### src/rtl/draw_number.sv
// draw_number: overlays an unsigned value as a right-aligned, DIGITS-wide
// decimal field on the VGA stream. A sequential double-dabble engine converts
// the value to BCD; the result is committed to the displayed digits only during
// vertical blanking. Glyph rows come from the shared 8x16 font ROM.
// Optional feature macro: DRAW_NUMBER_LEAD_ZERO_BLANK_EN (leading zeros drawn
// transparent; least-significant digit always drawn).

package draw_number_pkg;
  typedef struct packed {
    logic [10:0] hcount;
    logic        hsync;
    logic        hblnk;
    logic [10:0] vcount;
    logic        vsync;
    logic        vblnk;
    logic [11:0] rgb;
  } vga_bus_t;
endpackage

module draw_number
  import draw_number_pkg::*;
#(
  parameter int unsigned DIGITS     = 4,
  parameter int unsigned VALUE_W    = 14,
  parameter int unsigned POS_X      = 480,
  parameter int unsigned POS_Y      = 376,
  parameter int unsigned SCALE_LOG2 = 0,
  parameter logic [11:0] FONT_COLOR = 12'hFFF,
  parameter logic [7:0]  CHAR_BASE  = 8'h30
) (
  input  logic               clk,
  input  logic               rst,
  input  logic               enable,
  input  logic [VALUE_W-1:0] value,
  input  logic               value_valid,
  output logic               value_ready,
  output logic               overflow,
  input  vga_bus_t           bus_in,
  output vga_bus_t           bus_out,
  input  logic [7:0]         char_pixels,
  output logic [10:0]        address
);

  // Decimal digits needed to hold 2^w - 1.
  function automatic int unsigned num_dec_digits(input int unsigned w);
    longint unsigned v;
    int unsigned     n;
    v = (64'd1 << w) - 64'd1;
    n = 0;
    while (v != 64'd0) begin
      n = n + 1;
      v = v / 64'd10;
    end
    return n;
  endfunction

  localparam int unsigned GW      = 8 << SCALE_LOG2;
  localparam int unsigned GH      = 16 << SCALE_LOG2;
  localparam int unsigned FIELD_W = DIGITS * GW;
  localparam int unsigned BCD_REQ = num_dec_digits(VALUE_W);
  localparam int unsigned BCD_N   = (BCD_REQ > DIGITS) ? BCD_REQ : DIGITS;
  localparam int unsigned CNT_W   = $clog2(VALUE_W + 1);

  typedef enum logic [1:0] {S_IDLE, S_CONV, S_WAIT} state_t;

  state_t                   state_q, state_d;
  logic [VALUE_W-1:0]       val_q, val_d;
  logic [BCD_N-1:0][3:0]    bcd_q, bcd_d;
  logic [CNT_W-1:0]         cnt_q, cnt_d;
  logic [DIGITS-1:0][3:0]   disp_q, disp_d;
  logic [DIGITS-1:0]        blank_q, blank_d;
  logic                     ovf_q, ovf_d;

  logic [3:0] nib;
  logic       carry;
  logic       ovf_det;
  logic       zero_run;

  assign value_ready = (state_q == S_IDLE);
  assign overflow    = ovf_q;

  // Converter FSM: accept, double-dabble for VALUE_W cycles, commit in vblank.
  always_comb begin
    // NOTE: every variable gets a default before the case so no path leaves
    // it unassigned; otherwise synthesis infers a latch.
    state_d  = state_q;
    val_d    = val_q;
    bcd_d    = bcd_q;
    cnt_d    = cnt_q;
    disp_d   = disp_q;
    blank_d  = blank_q;
    ovf_d    = ovf_q;
    nib      = '0;
    carry    = 1'b0;
    ovf_det  = 1'b0;
    zero_run = 1'b0;
    case (state_q)
      S_IDLE: begin
        if (value_valid) begin
          val_d   = value;
          bcd_d   = '0;
          cnt_d   = '0;
          state_d = S_CONV;
        end
      end
      S_CONV: begin
        // Add-3 on nibbles >= 5, then shift left pulling in the value MSB.
        carry = val_q[VALUE_W-1];
        for (int i = 0; i < BCD_N; i++) begin
          nib      = (bcd_q[i] >= 4'd5) ? bcd_q[i] + 4'd3 : bcd_q[i];
          bcd_d[i] = {nib[2:0], carry};
          carry    = nib[3];
        end
        val_d = val_q << 1;
        cnt_d = cnt_q + 1'b1;
        if (cnt_q == CNT_W'(VALUE_W - 1)) state_d = S_WAIT;
      end
      S_WAIT: begin
        if (bus_in.vblnk) begin
          for (int i = DIGITS; i < BCD_N; i++) begin
            if (bcd_q[i] != 4'd0) ovf_det = 1'b1;
          end
          for (int i = 0; i < DIGITS; i++) begin
            disp_d[i] = ovf_det ? 4'd9 : bcd_q[i];
          end
          ovf_d   = ovf_det;
          blank_d = '0;
`ifdef DRAW_NUMBER_LEAD_ZERO_BLANK_EN
          zero_run = 1'b1;
          for (int i = DIGITS - 1; i > 0; i--) begin
            zero_run   = zero_run && (disp_d[i] == 4'd0);
            blank_d[i] = zero_run;
          end
`endif
          state_d = S_IDLE;
        end
      end
      default: state_d = S_IDLE;
    endcase
  end

  // Converter state and displayed digits; reset aborts any conversion.
  always_ff @(posedge clk) begin
    // NOTE: sequential state uses non-blocking assignments so every register
    // samples the pre-edge values regardless of statement order.
    if (rst) begin
      state_q <= S_IDLE;
      val_q   <= '0;
      bcd_q   <= '0;
      cnt_q   <= '0;
      disp_q  <= '0;
      blank_q <= '0;
      ovf_q   <= 1'b0;
    end else begin
      state_q <= state_d;
      val_q   <= val_d;
      bcd_q   <= bcd_d;
      cnt_q   <= cnt_d;
      disp_q  <= disp_d;
      blank_q <= blank_d;
      ovf_q   <= ovf_d;
    end
  end

  // Stage-1 geometry: field hit, glyph column/row and font address.
  logic [31:0] dx, dy, dig_idx;
  logic        in_field;
  logic [2:0]  col;
  logic [3:0]  row;
  logic [3:0]  sel_digit;
  logic        sel_blank;
  logic [6:0]  code;
  logic [10:0] addr_d;

  always_comb begin
    dx       = 32'(bus_in.hcount) - POS_X;
    dy       = 32'(bus_in.vcount) - POS_Y;
    in_field = (32'(bus_in.hcount) >= POS_X) && (32'(bus_in.hcount) < POS_X + FIELD_W) &&
               (32'(bus_in.vcount) >= POS_Y) && (32'(bus_in.vcount) < POS_Y + GH);
    dig_idx  = dx >> (3 + SCALE_LOG2);
    col      = 3'(dx >> SCALE_LOG2);
    row      = 4'(dy >> SCALE_LOG2);
    sel_digit = '0;
    sel_blank = 1'b0;
    for (int i = 0; i < DIGITS; i++) begin
      if (dig_idx == 32'(i)) begin
        sel_digit = disp_q[DIGITS-1-i];
        sel_blank = blank_q[DIGITS-1-i];
      end
    end
    code   = 7'(CHAR_BASE) + 7'(sel_digit);
    addr_d = in_field ? {code, row} : '0;
  end

  vga_bus_t    s1_q;
  logic [10:0] address_q;
  logic        in_q, blank1_q, en_q;
  logic [2:0]  col_q;

  // Stage-1 registers: bus copy plus pixel attributes for stage 2.
  always_ff @(posedge clk) begin
    if (rst) begin
      s1_q      <= '0;
      address_q <= '0;
      in_q      <= 1'b0;
      blank1_q  <= 1'b0;
      en_q      <= 1'b0;
      col_q     <= '0;
    end else begin
      s1_q      <= bus_in;
      address_q <= addr_d;
      in_q      <= in_field;
      blank1_q  <= sel_blank;
      en_q      <= enable;
      col_q     <= col;
    end
  end

  assign address = address_q;

  // Stage-2 pixel mux: font bit 7 is the leftmost glyph column.
  vga_bus_t bus_d;
  always_comb begin
    bus_d = s1_q;
    if (en_q && in_q && !blank1_q && char_pixels[3'd7 - col_q]) bus_d.rgb = FONT_COLOR;
  end

  vga_bus_t bus_q;

  // Stage-2 output register.
  always_ff @(posedge clk) begin
    if (rst) bus_q <= '0;
    else     bus_q <= bus_d;
  end

  assign bus_out = bus_q;

endmodule

### config.mk
export PLATFORM = sky130hd
export DESIGN_NAME = draw_number
export DESIGN_NICKNAME = d
export VERILOG_FILES = /design/src/rtl/draw_number.sv
export SDC_FILE = /design/constraint.sdc
export NUM_CORES = 1
export LEC_CHECK = 0
export CAP_MARGIN = 20
export CORE_MARGIN = 4
export CORE_UTILIZATION = 50
export DETAILED_ROUTE_END_ITERATION = 8
export GPL_TIMING_DRIVEN = 0
export PLACE_DENSITY = 0.89
export SYNTH_ARGS = -nofsm -noshare
export SYNTH_HDL_FRONTEND = slang
export SYNTH_SLANG_ARGS = --single-unit
### constraint.sdc
create_clock -name clk -period 1.8 [get_ports clk]
set_clock_uncertainty 0.2 [all_clocks]
set_input_delay 0.18 -clock clk [delete_from_list [all_inputs] [get_ports clk]]
set_output_delay 0.18 -clock clk [all_outputs]
set_load 0.03 [all_outputs]
After elaboration in Yosys (flattened, before gate mapping)
Index checks and enable logic that the tools add are counted.
- register bits: 149
- bits in latches: 0
- memory bits (writable): 0
- bits in read-only memories: 0
- bits of input ports: 64
- logic and storage cells: 103
- memories: 0
- add/sub/neg operators: 10
- multipliers: 0
- divide/modulo/power cells: 0
- order comparisons: 10
- equal/unequal tests: 9
- shift operators: 0
- multiplexer cells: 29
- bitwise logic cells: 1
- reductions and logical operators: 13
- operator list (kind ; number):
    == test 29 x 2 -> 1 bit, second input constant ; 2
    2-to-1 mux 4 bit ; 13
    case mux 20 bit (2 select lines) ; 1
    zero test 32 bit ; 1
    == test 29 x 1 -> 1 bit, second input constant ; 1
    case mux 14 bit (2 select lines) ; 1
    greater-or-equal comparator 11 x 9 -> 1 bit, second input constant ; 2
    greater-or-equal comparator 4 x 3 -> 1 bit, second input constant ; 5
    2-to-1 mux 20 bit ; 1
    adder 4 x 2 -> 4 bit, second input constant ; 4
    2-to-1 mux 14 bit ; 1
    2-to-1 mux 12 bit ; 1
    subtractor 11 x 9 -> 12 bit, second input constant ; 1
    < comparator 11 x 10 -> 1 bit, second input constant ; 1
    < comparator 11 x 9 -> 1 bit, second input constant ; 1
    case mux 4 bit (2 select lines) ; 1
    adder 6 x 4 -> 7 bit, first input constant ; 1
    2-to-1 mux 2 bit ; 3
    != test 2 bit, second input constant ; 3
    case mux 2 bit (3 select lines) ; 1
    logical AND 1 bit ; 5
    adder 4 x 1 -> 4 bit, second input constant ; 1
    == test 4 bit, second input constant ; 1
    < comparator 3 x 4 -> 1 bit, second input constant ; 1
    15 further kinds ; 19

Logic depth before layout (Yosys ltp)
Gate-level depths: netlist of run 1.
- depth after elaboration: 7
- mapped depth: 7
- depth with buffers taken out: 6

Worst setup path before layout of run 1
OpenSTA, ideal clock, no wires.
- path kind: register to register
- start point: reg, netlist name bus_d[27]
- end point: reg bus_q, in the netlist bus_out[2]
- library setup time: 0.130 ns
- arrival: 1.270 ns
- data required time: 1.470 ns
- path slack: 0.200 ns
- stages on the path, launching flop included: 5
- path buffers: 1
- clock period less this slack: 1.600 ns
- cells stage by stage: dfxtp_1 -> mux4_2 -> o211ai_2 -> buf_6 -> o21ai_2
- RTL lines (element ; RTL line ; text):
    end signal: assignment ; 233 ; else bus_q <= bus_d;
    end: declaration ; 228 ; vga_bus_t bus_q;

==> results.yml, run 1 <==
finish:
  final_common_cell: "dfxtp_1"
  final_util_pct: 70.1
  n_antenna_cell: 0
  mostFrequentLayoutCells: "dfxtp_1 (138), nor2b_1 (72), nor2_1 (67), clkdlybuf4s50_1 (61), dlygate4sd2_1 (48)"
  fin_nets: 759
  drive_gt1_share_pct: 13.4
  fillerInstances: 711
  synthToLayoutAreaGrowth_pct: 35.4
critical_path:
  end_kind: "flop"
  arrival_ns: 1.95
  crit_type: "reg2reg"
  cp_slowest_stage_delay_ns: 0.55
  worstPathRequired_ns: 2.00
  slowest_stage: "mux4_2"
  cp-start-kind: "flop"
  r2r_cells: 4
  cp_num_buf_inv: 1
  critical_path_depth: 4
  crit_path_max_fanout: 10
  crit_family: "multiplexers"
  path_cells: "mux4_2 -> o211ai_4 -> buf_8 -> o21ai_2"
cts:
  cts.sinks: 144
  cts.clk_slew.worst_paths_ns: 0.06
  root_buffer: "clkbuf_8"
  cts_made_buffers: 17
  insertion_delay_ns: 0.53
  cts_max_level: 4
  max-clock-path-buffers: 2
  cts_tree: "built"
synth:
  synthDominantCellAreaShare_pct: 53.5
  syn_inst: 546
  syn_area_mm2: 0.00539
  synth_nets: 623
  synth-edff-count: 0
  post_synth_num_cell_types: 48
  ys_seq_elements: 144
  synthFlopType: "dfxtp_1"
  yosysWarnings: 0
  yosysSeqAreaShare_pct: 53.5
  synth_area_leaders: "dfxtp_1 (53%), nor2b_1 (8.4%), nor2_1 (4.7%)"
  synth-async-reset-ratio_pct: 0
  synth_top_area_cell: "dfxtp_1"
  avgSynthCellArea_um2: 9.87
drt:
  ant_nets: 0
  drc: 0
  drt-vias-per-instance: 5.38
  vias: 4470
  routedWlPerCell_um: 17.3
  routed_wl_um: 14400
  drt_first_pass_iters: 5
  drt_iter0_markers: 277
sta:
  period_needed_ns: 1.75
  rsz0062_at_grt: "no"
  setup_ws_ns: 0.0478
  worst_pin_slew_ns: 0.644
  slew_violations: 0
  slew_headroom_pct: 57.1
  finalSetupViolCount: 0
  hold_viol_final: 0
  min_period_over_period_pct: 97.3
  fmax_ghz: 0.571
min_path:
  hold_depth: 2
  worstHoldPathType: "in2reg"
grt:
  grt_pass1_wl_um: 23200
  grt-ovfl-total: 0
  grt_max_degree: 20
  antenna_found_initial: 0
  grt_pass1_vias: 4686
  track_usage_pct: 23.3
pwr:
  power_density_mw_per_mm2: 990
  leakagePower_nw: 3.10
  ir_drop_mv: 0.613
run:
  drv_cap: 0
placed_design:
  place.gp.congestion: 0.873
  dpl.hpwl_um: 9810
  port-buffer-count: 111
  pre_cts_ws_ns: -0.375
die:
  die_x_um: 112
  io_pins: 115
  core-area_mm2: 0.0104
  dieArea_mm2: 0.0125
  die_h_um: 112
  start_util_pct: 51.8
  row_count: 37
outcome:
  status: "completed"
## synth_stat cells (all sizes together) (2+ instances only)
master and n:
mux2i 8, nor2b 72, a22oi 12, clkbuf 12
mux2 2, a22o 10, dfxtp 144, buf 21
nand3b 2, a2111oi 5, nand2b 7, a21oi 37
nor3 14, o221a 7, a211oi 4, xnor2 5
nand2 7, ha 13, and2 10, nand3 7
mux4 5, nor3b 4, inv 31, nor2 68
o21ai 24
## state kept, by name, indices dropped and copies added (netlist names), 2 cells and up
register  count
bcd_q        20
bus_d        26
s1_q         12
bus_out      38
state_q       2
val_q        14
address       9
cnt_q         4
disp_q       16
## logic make-up after synthesis
logic type,share of synthesized area (%)
flip-flops,53.5
AO/OA/AOI/OAI,13.4
multiplexers,3.99
AND/OR/NAND/NOR,19.9
adder cells (fa/ha/maj),3.02
XOR/XNOR,0.975
buffers and inverters,5.22
other,0.0696
## worst reg2reg max path, delay by kind of cell (launching register included)
kind,cells,cell delay [ns]
AO/OA/AOI/OAI,2,0.31
buffers and inverters,1,0.20
flip-flops,1,0.36
multiplexers,1,0.55
## worst paths after layout
path	start	endpoint	slack, ns
max reg2reg	bus_d[27]	bus_out[10]	0.05
min	bus_in[27]	bus_d[27]	0.009
min reg2reg	bus_d[25]	bus_out[25]	0.23
max	bus_d[27]	bus_out[10]	0.05
## stage by stage
stage          std cells  hold WS (ns)  total power [mW]  area (um^2)  setup TNS (ns)
2_1_floorplan        546        0.0516              3.72         5390               0
3_3_place_gp         793         0.219              4.00         6670           -4.53
3_5_place_dp         793         0.221              4.03         6670           -6.46
4_1_cts              830       0.00252              7.23         7240          -0.173
5_1_grt              831        0.0119              7.43         7300               0
6_report             831       0.00874              7.22         7300               0
## repair_timing
item                                   4_1_cts  5_1_grt
gates resized for setup                     56       27
endpoints found under the hold margin       11        0
pin swaps                                    0        2
hold buffers                                 7        0
setup endpoints to repair                   60       38
setup buffers                                0        1
## final cells by class
| type | instances | area (um^2) | area share (%) |
|---|---|---|---|
| plain buffers | 31 | 191 | 2.62 |
| clock buffers | 18 | 418 | 5.72 |
| clock inverters | 14 | 133 | 1.82 |
| inverters | 31 | 116 | 1.59 |
| multi-input cells | 338 | 2260 | 30.9 |
| flip-flops and latches | 144 | 2890 | 39.6 |
| well taps | 136 | 170 | 2.33 |
| repair buffers | 119 | 1130 | 15.4 |
## routing by layer
layer / routed length, um / vias up / track usage, %
met2: 7350 / 224 / 41.6
met1: 5550 / 2087 / 25.5
met5: 0 / - / 0
met3: 1020 / 54 / 6.74
met4: 486 / 0 / 10.1
li1: - / 2105 / -
## power breakdown
group | internal, mW | total [mW] | switching, mW
Clock | 1.85 | 3.26 | 1.41
Sequential | 3.30 | 3.35 | 0.0484
Combinational | 0.287 | 0.615 | 0.328
Total | 5.44 | 7.22 | 1.78
(Power assumes the default switching activity.)
==> run 2: changes to the inputs <==
Settings changed: HOLD_SLACK_MARGIN from default to 0.08.
==> results.yml, run 2 (synthesized netlist as in run 1, its figures left out) <==
die:
  dieArea_mm2: 0.0125
  row_count: 37
  io_pins: 115
  die_x_um: 112
  die_h_um: 112
  core-area_mm2: 0.0104
  start_util_pct: 51.8
placed_design:
  place.gp.congestion: 0.873
  pre_cts_ws_ns: -0.375
  place_area_mm2: 0.00667
  dpl.hpwl_um: 9810
  port-buffer-count: 111
grt:
  grt-ovfl-total: 0
  grt_pass1_wl_um: 24700
  grt_pass1_vias: 4909
  track_usage_pct: 24.8
  grt_max_degree: 20
  antenna_found_initial: 0
drt:
  drt_iter0_markers: 316
  ant_nets: 0
  drt-vias-per-instance: 5.47
  routed_wl_um: 15500
  drt_first_pass_iters: 5
  vias: 4669
  drc: 0
  routedWlPerCell_um: 18.1
cts:
  max-clock-path-buffers: 2
  cts.sinks: 144
  cts.clk_slew.worst_paths_ns: 0.06
  insertion_delay_ns: 0.53
  root_buffer: "clkbuf_8"
  cts_max_level: 4
  cts_tree: "built"
  cts_made_buffers: 17
sta:
  hold_ws_ns: 0.0742
  fmax_ghz: 0.564
  slew_headroom_pct: 56.9
  worst_pin_slew_ns: 0.647
  period_needed_ns: 1.77
  setup_ws_ns: 0.0274
  finalSetupViolCount: 0
  hold_viol_final: 0
  slew_violations: 0
  min_period_over_period_pct: 98.5
  rsz0062_at_grt: "no"
critical_path:
  crit_type: "in2reg"
  end_kind: "flop"
  worstPathRequired_ns: 2.01
  arrival_ns: 1.98
  crit_path_max_fanout: 5
  cp-start-kind: "input port"
finish:
  final_util_pct: 72.4
  synthToLayoutAreaGrowth_pct: 39.9
  final_common_cell: "dfxtp_1"
  final_area_mm2: 0.00754
  n_antenna_cell: 0
  fin_nets: 782
  largest_reg_flops: 38
  drive_gt1_share_pct: 13.5
  mostFrequentLayoutCells: "dfxtp_1 (139), nor2b_1 (72), nor2_1 (67), clkdlybuf4s50_1 (61), dlygate4sd2_1 (48)"
run:
  drv_cap: 0
min_path:
  worstHoldPathType: "in2reg"
pwr:
  power_density_mw_per_mm2: 966
  leakagePower_nw: 3.20
  ir_drop_mv: 0.606
outcome:
  status: "completed"
[run 2: cell types whose count changed in the layout (fill, tap and decap cells not counted)]
cell and delta:
a22oi_1 -1, a22oi_2 +1, buf_4 +3, dfxtp_1 +1
dfxtp_2 -2, dfxtp_4 +1, dlygate4sd3_1 +20, mux2i_1 -1
mux2i_4 +1, o21ai_0 -1, o21ai_1 +1
[run 2: repair_timing]
item | in CTS | in global routing
pin swaps | 0 | 3
gates resized for setup | 56 | 31
hold buffers | 27 | 0
setup buffers | 0 | 4
endpoints found under the setup margin | 60 | 39
endpoints found under the hold margin | 51 | 0
[run 2: worst paths after layout]
kind                   start     endpoint  slack, ns  cells after the start
setup / recovery  bus_in[19]   address[7]       0.03                      6
setup reg to reg   bus_d[27]  bus_out[10]       0.04                      4
hold / removal     bus_in[3]      s1_q[3]       0.07                      2
hold reg to reg    bus_d[30]  bus_out[30]       0.24                      1
[run 2: area by class of cell]
type                       count  area (um^2)
clock inverter                14          133
tap                          136          170
clock buffer                  18          418
fill                         641         2870
multi-input combinational    338         2270
sequential                   144         2890
buffer                        31          191
timing repair buffer         142         1350
inverter                      31          116
[run 2: layer usage]
metal  vias up  GRT usage, %  share of wire [%]
met1      2236          27.0                 38
li1       2155             -                  -
met2       225          45.3                 52
met5         -             0                  0
met3        53          6.63                6.7
met4         0          9.98                3.4
[run 2: worst max-delay path, stage by stage]
cell	delay (ns)
dlygate4sd3_1	0.54
clkdlybuf4s50_1	0.56
mux2i_4	0.31
nor3_4	0.07
buf_4	0.16
and2_1	0.15
[run 2: metrics by stage]
step,power (mW),instances,setup TNS [ns]
finish,7.29,854,0
global route,7.48,854,0
CTS,7.27,850,-0.173
detailed placement,4.03,793,-6.46
global placement,4.00,793,-4.53
floorplan,3.72,546,0
[run 2: report_power, final]
| part | total, mW | internal [mW] | switching (mW) |
|---|---|---|---|
| registers | 3.35 | 3.30 | 0.0519 |
| logic | 0.661 | 0.317 | 0.344 |
| clock network | 3.27 | 1.85 | 1.42 |
| total | 7.29 | 5.47 | 1.82 |
==> run 3: changes to the inputs <==
Settings changed: CORE_UTILIZATION 50 to 46, PLACE_DENSITY 0.89 to 0.86.
Clock period 1.8 ns to 1.51 ns, I/O delays scaled along.
==> results.yml, run 3 (synthesized netlist as in run 1, its figures left out) <==
cts:
  cts_max_level: 4
  root_buffer: "clkbuf_16"
  max-clock-path-buffers: 2
  cts_tree: "built"
  cts.sinks: 144
  cts_made_buffers: 17
  insertion_delay_ns: 0.43
  cts.clk_slew.worst_paths_ns: 0.06
sta:
  hold_viol_final: 0
  period_needed_ns: 1.76
  min_period_over_period_pct: 117
  rsz0062_at_grt: "yes"
  slew_violations: 0
  fmax_ghz: 0.567
  setup_ws_ns: -0.253
  worst_pin_slew_ns: 0.706
  slew_headroom_pct: 53.0
  finalSetupViolCount: 47
critical_path:
  end_kind: "flop"
  arrival_ns: 1.85
  worstPathRequired_ns: 1.60
  crit_type: "reg2reg"
  crit_path_max_fanout: 10
  cp-start-kind: "flop"
placed_design:
  dpl.hpwl_um: 9560
  place.gp.congestion: 0.854
  placed_cells: 800
  port-buffer-count: 111
  place_area_mm2: 0.00670
grt:
  antenna_found_initial: 0
  grt-ovfl-total: 0
  track_usage_pct: 23.5
  grt_pass1_vias: 4755
  grt_pass1_wl_um: 24400
  grt_max_degree: 17
run:
  drv_cap: 0
die:
  die_x_um: 116
  core-area_mm2: 0.0115
  row_count: 39
  dieArea_mm2: 0.0135
  start_util_pct: 47.0
  io_pins: 115
  die_h_um: 116
finish:
  multi_input_area_mm2: 0.00269
  drive_gt1_share_pct: 28.5
  fin_nets: 797
  n_antenna_cell: 0
  fillerInstances: 617
  final_area_mm2: 0.00826
  final_common_cell: "dfxtp_1"
  ff_latch_area_mm2: 0.00293
  largest_reg_flops: 38
  final_cells: 876
  mostFrequentLayoutCells: "dfxtp_1 (126), nor2b_1 (71), nor2_1 (60), clkdlybuf4s50_1 (56), buf_4 (31)"
  synthToLayoutAreaGrowth_pct: 53.3
pwr:
  leakagePower_nw: 3.39
  ir_drop_mv: 1.25
  power_density_mw_per_mm2: 1100
  finalPower_mw: 9.05
drt:
  ant_nets: 0
  routed_wl_um: 19000
  drt_iter0_markers: 606
  routedWlPerCell_um: 21.7
  drc: 0
  vias: 5068
  drt-vias-per-instance: 5.79
  drt_first_pass_iters: 7
outcome:
  status: "finished, violations left"
  failed_checks: "negative setup slack"
min_path:
  worstHoldPathType: "in2reg"
## run 3: final timing paths
kind,startpoint,to,slack (ns),cells past startpoint
min,bus_in[7],s1_q[7],0.09,2
max,bus_d[27],bus_out[11],-0.25,4
max reg2reg,bus_d[27],bus_out[11],-0.25,4
min reg2reg,bus_d[13],bus_out[13],0.24,1
## run 3: through the flow
| stage | utilization, % | setup TNS, ns | hold WS, ns | worst slack, ns |
|---|---|---|---|---|
| 2_1_floorplan | - | -0.766 | 0.0226 | -0.0775 |
| 5_1_grt | 72.1 | -7.11 | 0.0826 | -0.278 |
| 3_5_place_dp | 58.4 | -20.94 | 0.220 | -0.672 |
| 6_report | 72.1 | -5.72 | 0.0858 | -0.253 |
| 4_1_cts | 66.9 | -2.88 | 0.0765 | -0.246 |
| 3_3_place_gp | 58.4 | -18.75 | 0.218 | -0.646 |
## run 3: layout make-up
cell class                 instances  area share (%)
timing repair buffer             157            18.2
clock buffer                      17            5.15
clock inverter                    15            1.83
sequential                       144            35.5
buffer                            31            3.03
inverter                          31            1.62
multi-input combinational        338            32.6
tap                              143            2.17
## run 3: worst max-delay path: stages, from the launching register on
cell	delay (ns)
dfxtp_4	0.36
mux4_2	0.55
o211ai_4	0.26
buf_8	0.19
o21ai_2	0.07
## run 3: report_power, final
group	switching (mW)	total, mW	internal (mW)	leakage, nW
clock network	1.85	4.17	2.32	0.279
registers	0.0688	3.99	3.92	1.19
logic	0.475	0.888	0.414	1.92
total	2.39	9.05	6.66	3.39
## run 3: repair_timing
item / CTS / global route
setup endpoints to repair: 120 / 91
pin swaps: 17 / 24
hold buffers: 6 / 6
setup buffers: 11 / 21
endpoints found under the hold margin: 9 / 7
resized for setup: 147 / 128
cloned: 1 / 1
## run 3: layer usage
metal	share of wire, %	up-vias	GRT usage [%]
li1	-	2183	-
met1	36	2419	26.3
met2	50	369	41.0
met3	9.1	97	6.94
met4	5.3	0	10.9
met5	0	-	0
==> patch 1: new RTL, config.mk and constraints of run 3 <==
Change the parameter `FONT_COLOR` from 12'hFFF to 12'h800.
--- a/src/rtl/draw_number.sv
+++ b/src/rtl/draw_number.sv
@@ -25,7 +25,7 @@
   parameter int unsigned POS_X      = 480,
   parameter int unsigned POS_Y      = 376,
   parameter int unsigned SCALE_LOG2 = 0,
-  parameter logic [11:0] FONT_COLOR = 12'hFFF,
+  parameter logic [11:0] FONT_COLOR = 12'h800,
   parameter logic [7:0]  CHAR_BASE  = 8'h30
 ) (
   input  logic               clk,
Check against the original RTL: not equivalent (a bounded check fails within 4 cycles, from zero or initial values and one cycle with rst high).
==> patch 1 against run 3 <==
The flow still finishes with violations (setup timing). Power up 1.9%. Via count up 3.2%. Sequential share of layout area down 0.95 points. Worst setup slack worse by 0.12 ns. Critical path depth up 3. Synthesized area down 0.23%. Final area up 2.4%. First-iteration DRC count down 16%. Highest routed layer unchanged. Sequential cell count unchanged. Routed wire length up 9.3%. Final cell count down 0.80%. Critical endpoint is now bcd_q[7]$_SDFFE_PP0P_.
==> patch 1: results (changes against run 3) <==
STA
  – # setup viols final: 62 (was 47)
  – Fin worst setup slack: -0.370 ns (was -0.253 ns)

Clock tree
  – Cts repair resizes: 194 (was 147)
  – Clock-pin slew on the worst setup and hold paths: 0.08 ns (was 0.06 ns)

Synth
  – Mapped Nets: 618 (was 623)
  – Cell variety after synth: 52 (was 48)
  – Syn_area_per_cell: 9.94 sq um (was 9.87 sq um)
  – Top post-synthesis cells by area: dfxtp_1 (54%), nor2b_1 (8.3%), nor2_1 (4.6%), a21oi_1 (3.4%), ha_1 (3.0%) (was dfxtp_1 (53%), nor2b_1 (8.4%), nor2_1 (4.7%), a21oi_1 (3.4%), ha_1 (3.0%))
  – Post-synth top cells: dfxtp_1 (144), nor2b_1 (71), nor2_1 (66) (was dfxtp_1 (144), nor2b_1 (72), nor2_1 (67))

Outcome
  – Outcome: finished, violations left (unchanged)
  – Failing checks: setup timing (unchanged)

Place
  – Placed wire-length estimate: 9690 um (was 9560 um)
  – Post-place setup slack: -0.770 ns (was -0.672 ns)
  – Placed cells: 794 (was 800)
  – Port Buffers: 110 (was 111)

Layout
  – Final core utilization: 74.1% (was 72.1%)
  – Filler cells: 612 (was 617)
  – Layout cell share with drive strength beyond 1: 31.1% (was 28.5%)

Routing
  – Drt initial violations: 507 (was 606)
  – Wire length per cell: 23.9 um (was 21.7 um)

Setup path
  – Max FO, Critical Path: 6 (was 10)
  – Critical Path AT: 2.01 ns (was 1.85 ns)
  – Max incr delay on CP: 0.36 ns (was 0.55 ns)
  – Slowest-stage cell, CP: dfxtp_4 (was mux4_2)

Power and ir drop
  – Comb power: 0.937 mW (was 0.888 mW)
  – Switching part of the total power: 24.6% (was 26.5%)

Global route
  – First-pass GRT wire length: 28000 um (was 24400 um)
  – Gr usage total: 27.5% (was 23.5%)
patch 1: layer usage:
layer / wire length, um / track usage [%] / vias to the layer above
met4: 1490 / 16.6 / 0
met5: 0 / 0 / -
met1: 7140 / 28.5 / 2483
li1: - / - / 2184
met3: 2040 / 6.84 / 145
met2: 10100 / 50.0 / 419
patch 1: worst paths after layout:
kind                             to  cells after the start  slack (ns)               startpoint
max           bcd_q[7]$_SDFFE_PP0P_                      7       -0.37  state_q[0]$_SDFFE_PP0P_
min            bus_d[27]$_SDFF_PP0_                      2        0.09               bus_in[27]
max reg2reg   bcd_q[7]$_SDFFE_PP0P_                      7       -0.37  state_q[0]$_SDFFE_PP0P_
min reg2reg  bus_out[15]$_SDFF_PP0_                      1        0.24     bus_d[15]$_SDFF_PP0_
patch 1: layout make-up:
type	instances	share of cell area (%)
inverter	24	1.21
buffer	29	2.81
sequential	144	34.5
clock inverter	13	1.92
timing repair buffer	159	18.6
tap	143	2.11
clock buffer	18	5.07
multi-input combinational	339	33.7
patch 1: logic make-up (layout without fill, tap and decap cells):
logic type | after synthesis | count (layout) | share of synthesized area (%)
AOI/OAI and AO/OA | 100 | 100 | 12.7
xor gates and xnor gates | 7 | 7 | 1.14
adders and majority gates | 13 | 13 | 3.02
buffers and inverters | 58 | 243 | 4.54
DFF | 144 | 144 | 53.6
muxes | 15 | 15 | 3.16
other | 1 | 1 | 0.0697
and+or+nand+nor | 203 | 203 | 21.8
patch 1: worst register-to-register path: cells and delay by family (launching register included):
kind	cells	cell delay [ns]
AND/OR/NAND/NOR	2	0.43
flip-flops	1	0.36
buffers and inverters	4	0.55
AO/OA/AOI/OAI	1	0.24
==> patch 2: new RTL, settings of run 3 <==
Without the edit above. `val_q` no longer has a reset.
--- a/src/rtl/draw_number.sv
+++ b/src/rtl/draw_number.sv
@@ -145,7 +145,6 @@
     // samples the pre-edge values regardless of statement order.
     if (rst) begin
       state_q <= S_IDLE;
-      val_q   <= '0;
       bcd_q   <= '0;
       cnt_q   <= '0;
       disp_q  <= '0;
@@ -153,13 +152,16 @@
       ovf_q   <= 1'b0;
     end else begin
       state_q <= state_d;
-      val_q   <= val_d;
       bcd_q   <= bcd_d;
       cnt_q   <= cnt_d;
       disp_q  <= disp_d;
       blank_q <= blank_d;
       ovf_q   <= ovf_d;
     end
+  end
+
+  always_ff @(posedge clk) begin
+    val_q <= val_d;
   end
 
   // Stage-1 geometry: field hit, glyph column/row and font address.
Check against the original RTL: no difference found for any inputs over 10 cycles, from zero or initial values and one cycle with rst high; that may be too few to reach the edited logic, so the function may still have changed.
==> patch 2 against run 3 <==
The flow still finishes with violations (setup timing). Die area down 3.9%. Worst setup slack better by 0.036 ns. Final area down 5.4%. Routed wire length down 23%. Non-clock buffer count down 25. Synthesized area down 4.1%. Power down 0.67%. Critical path depth unchanged. Sequential cell count unchanged. Highest routed layer unchanged.
==> patch 2: results (changes against run 3) <==
Outcome
  – Outcome: finished, violations left (unchanged)
  – Failing checks: setup timing (unchanged)

STA
  – # setup viols final: 37 (was 47)
  – Setup_tns: -3.00 ns (was -5.72 ns)
  – Worst hold margin: 0.0932 ns (was 0.0858 ns)
  – Worst slew pin tran: 0.591 ns (was 0.706 ns)
  – Fin worst setup slack: -0.217 ns (was -0.253 ns)

Layout
  – Filler cells: 702 (was 617)
  – Seq cells: 144 (unchanged)
  – Non-clk buf share: 20.4% (was 21.2%)
  – Layout cell share with drive strength beyond 1: 28.0% (was 28.5%)
  – Non-clock inverters: 26 (was 31)
  – # clk buffers: 19 (was 17)
  – Number of nets in the layout: 734 (was 797)
  – Multi-input gates: 305 (was 338)

Power and ir drop
  – P_leak: 3.23 nW (was 3.39 nW)
  – Total clock network power: 4.12 mW (was 4.17 mW)
  – P_seq: 4.06 mW (was 3.99 mW)
  – Cell internal pwr: 6.93 mW (was 6.66 mW)
  – Maximum VDD drop: 0.653 mV (was 1.25 mV)

Routing
  – Drt initial violations: 257 (was 606)
  – Detailed Route WL: 14600 um (was 19000 um)
  – Vias: 4160 (was 5068)
  – Met2 routed WL: 7570 um (was 9430 um)
  – Met3 WL: 1210 um (was 1730 um)
  – Met1 wire length: 5380 um (was 6850 um)
  – Via-to-Cell Ratio: 5.14 (was 5.79)

Worst hold path
  – Worst hold endpoint: bus_d[28]$_SDFF_PP0_ (was s1_q[7]$_SDFF_PP0_)
  – Worst hold start: bus_in[28] (was bus_in[7])

Place
  – Routability cong.: 0.820 (was 0.854)
  – Post-place setup slack: -0.659 ns (was -0.672 ns)
  – Placed wire-length estimate: 8560 um (was 9560 um)
  – Post-Place Cell Area: 6490 sq um (was 6700 sq um)
  – Placed cells: 751 (was 800)

Synth
  – Mapped Nets: 575 (was 623)
  – Top post-synthesis cells by area: dfxtp_1 (50%), edfxtp_1 (8.1%), nor2b_1 (7.9%), nand2_1 (3.3%), ha_1 (3.1%) (was dfxtp_1 (53%), nor2b_1 (8.4%), nor2_1 (4.7%), a21oi_1 (3.4%), ha_1 (3.0%))
  – Cell variety after synth: 41 (was 48)
  – Share of the synthesized area in the top cell type: 50.4% (was 53.5%)
  – Syn_area_per_cell: 10.4 sq um (was 9.87 sq um)
  – Syn Inst Count: 498 (was 546)
  – Number of synthesized flops with an enable pin: 14 (was 0)

Global route
  – Met1 Track Usage GR: 22.7% (was 26.3%)
  – Met2 Usage GRT: 39.5% (was 41.0%)
  – Met3 Use GR: 5.68% (was 6.94%)
  – Gr usage total: 21.6% (was 23.5%)

Setup path
  – Max FO, Critical Path: 5 (was 10)
  – CP Capture Point: bus_out[6]$_SDFF_PP0_ (was bus_out[11]$_SDFF_PP0_)
==> patch 2: cells by family (layout without fill, tap and decap cells) <==
logic type	count (synthesis)	count (layout)	share of synthesized area [%]
buffers and inverters	50	220	4.21
adders and majority gates	13	13	3.15
xor gates and xnor gates	5	5	0.847
and+or+nand+nor	200	201	20.3
DFF	144	144	58.5
other	1	1	0.0726
AOI/OAI and AO/OA	70	70	8.76
muxes	15	15	4.16
==> patch 2: timing repair <==
item                                   4_1_cts  5_1_grt
buffers inserted                            19        6
gates resized for setup                    162       85
setup endpoints to repair                  192      133
pin swaps                                   19       30
hold buffers                                 0        1
cloned                                       3        2
endpoints found under the hold margin        0        2
==> patch 2: per-stage QoR <==
step	total power, mW	util [%]
after floorplan	4.45	-
after global placement	4.77	59.3
after detailed placement	4.80	59.3
after CTS	8.93	69.0
after global routing	9.24	71.5
final	8.99	71.5
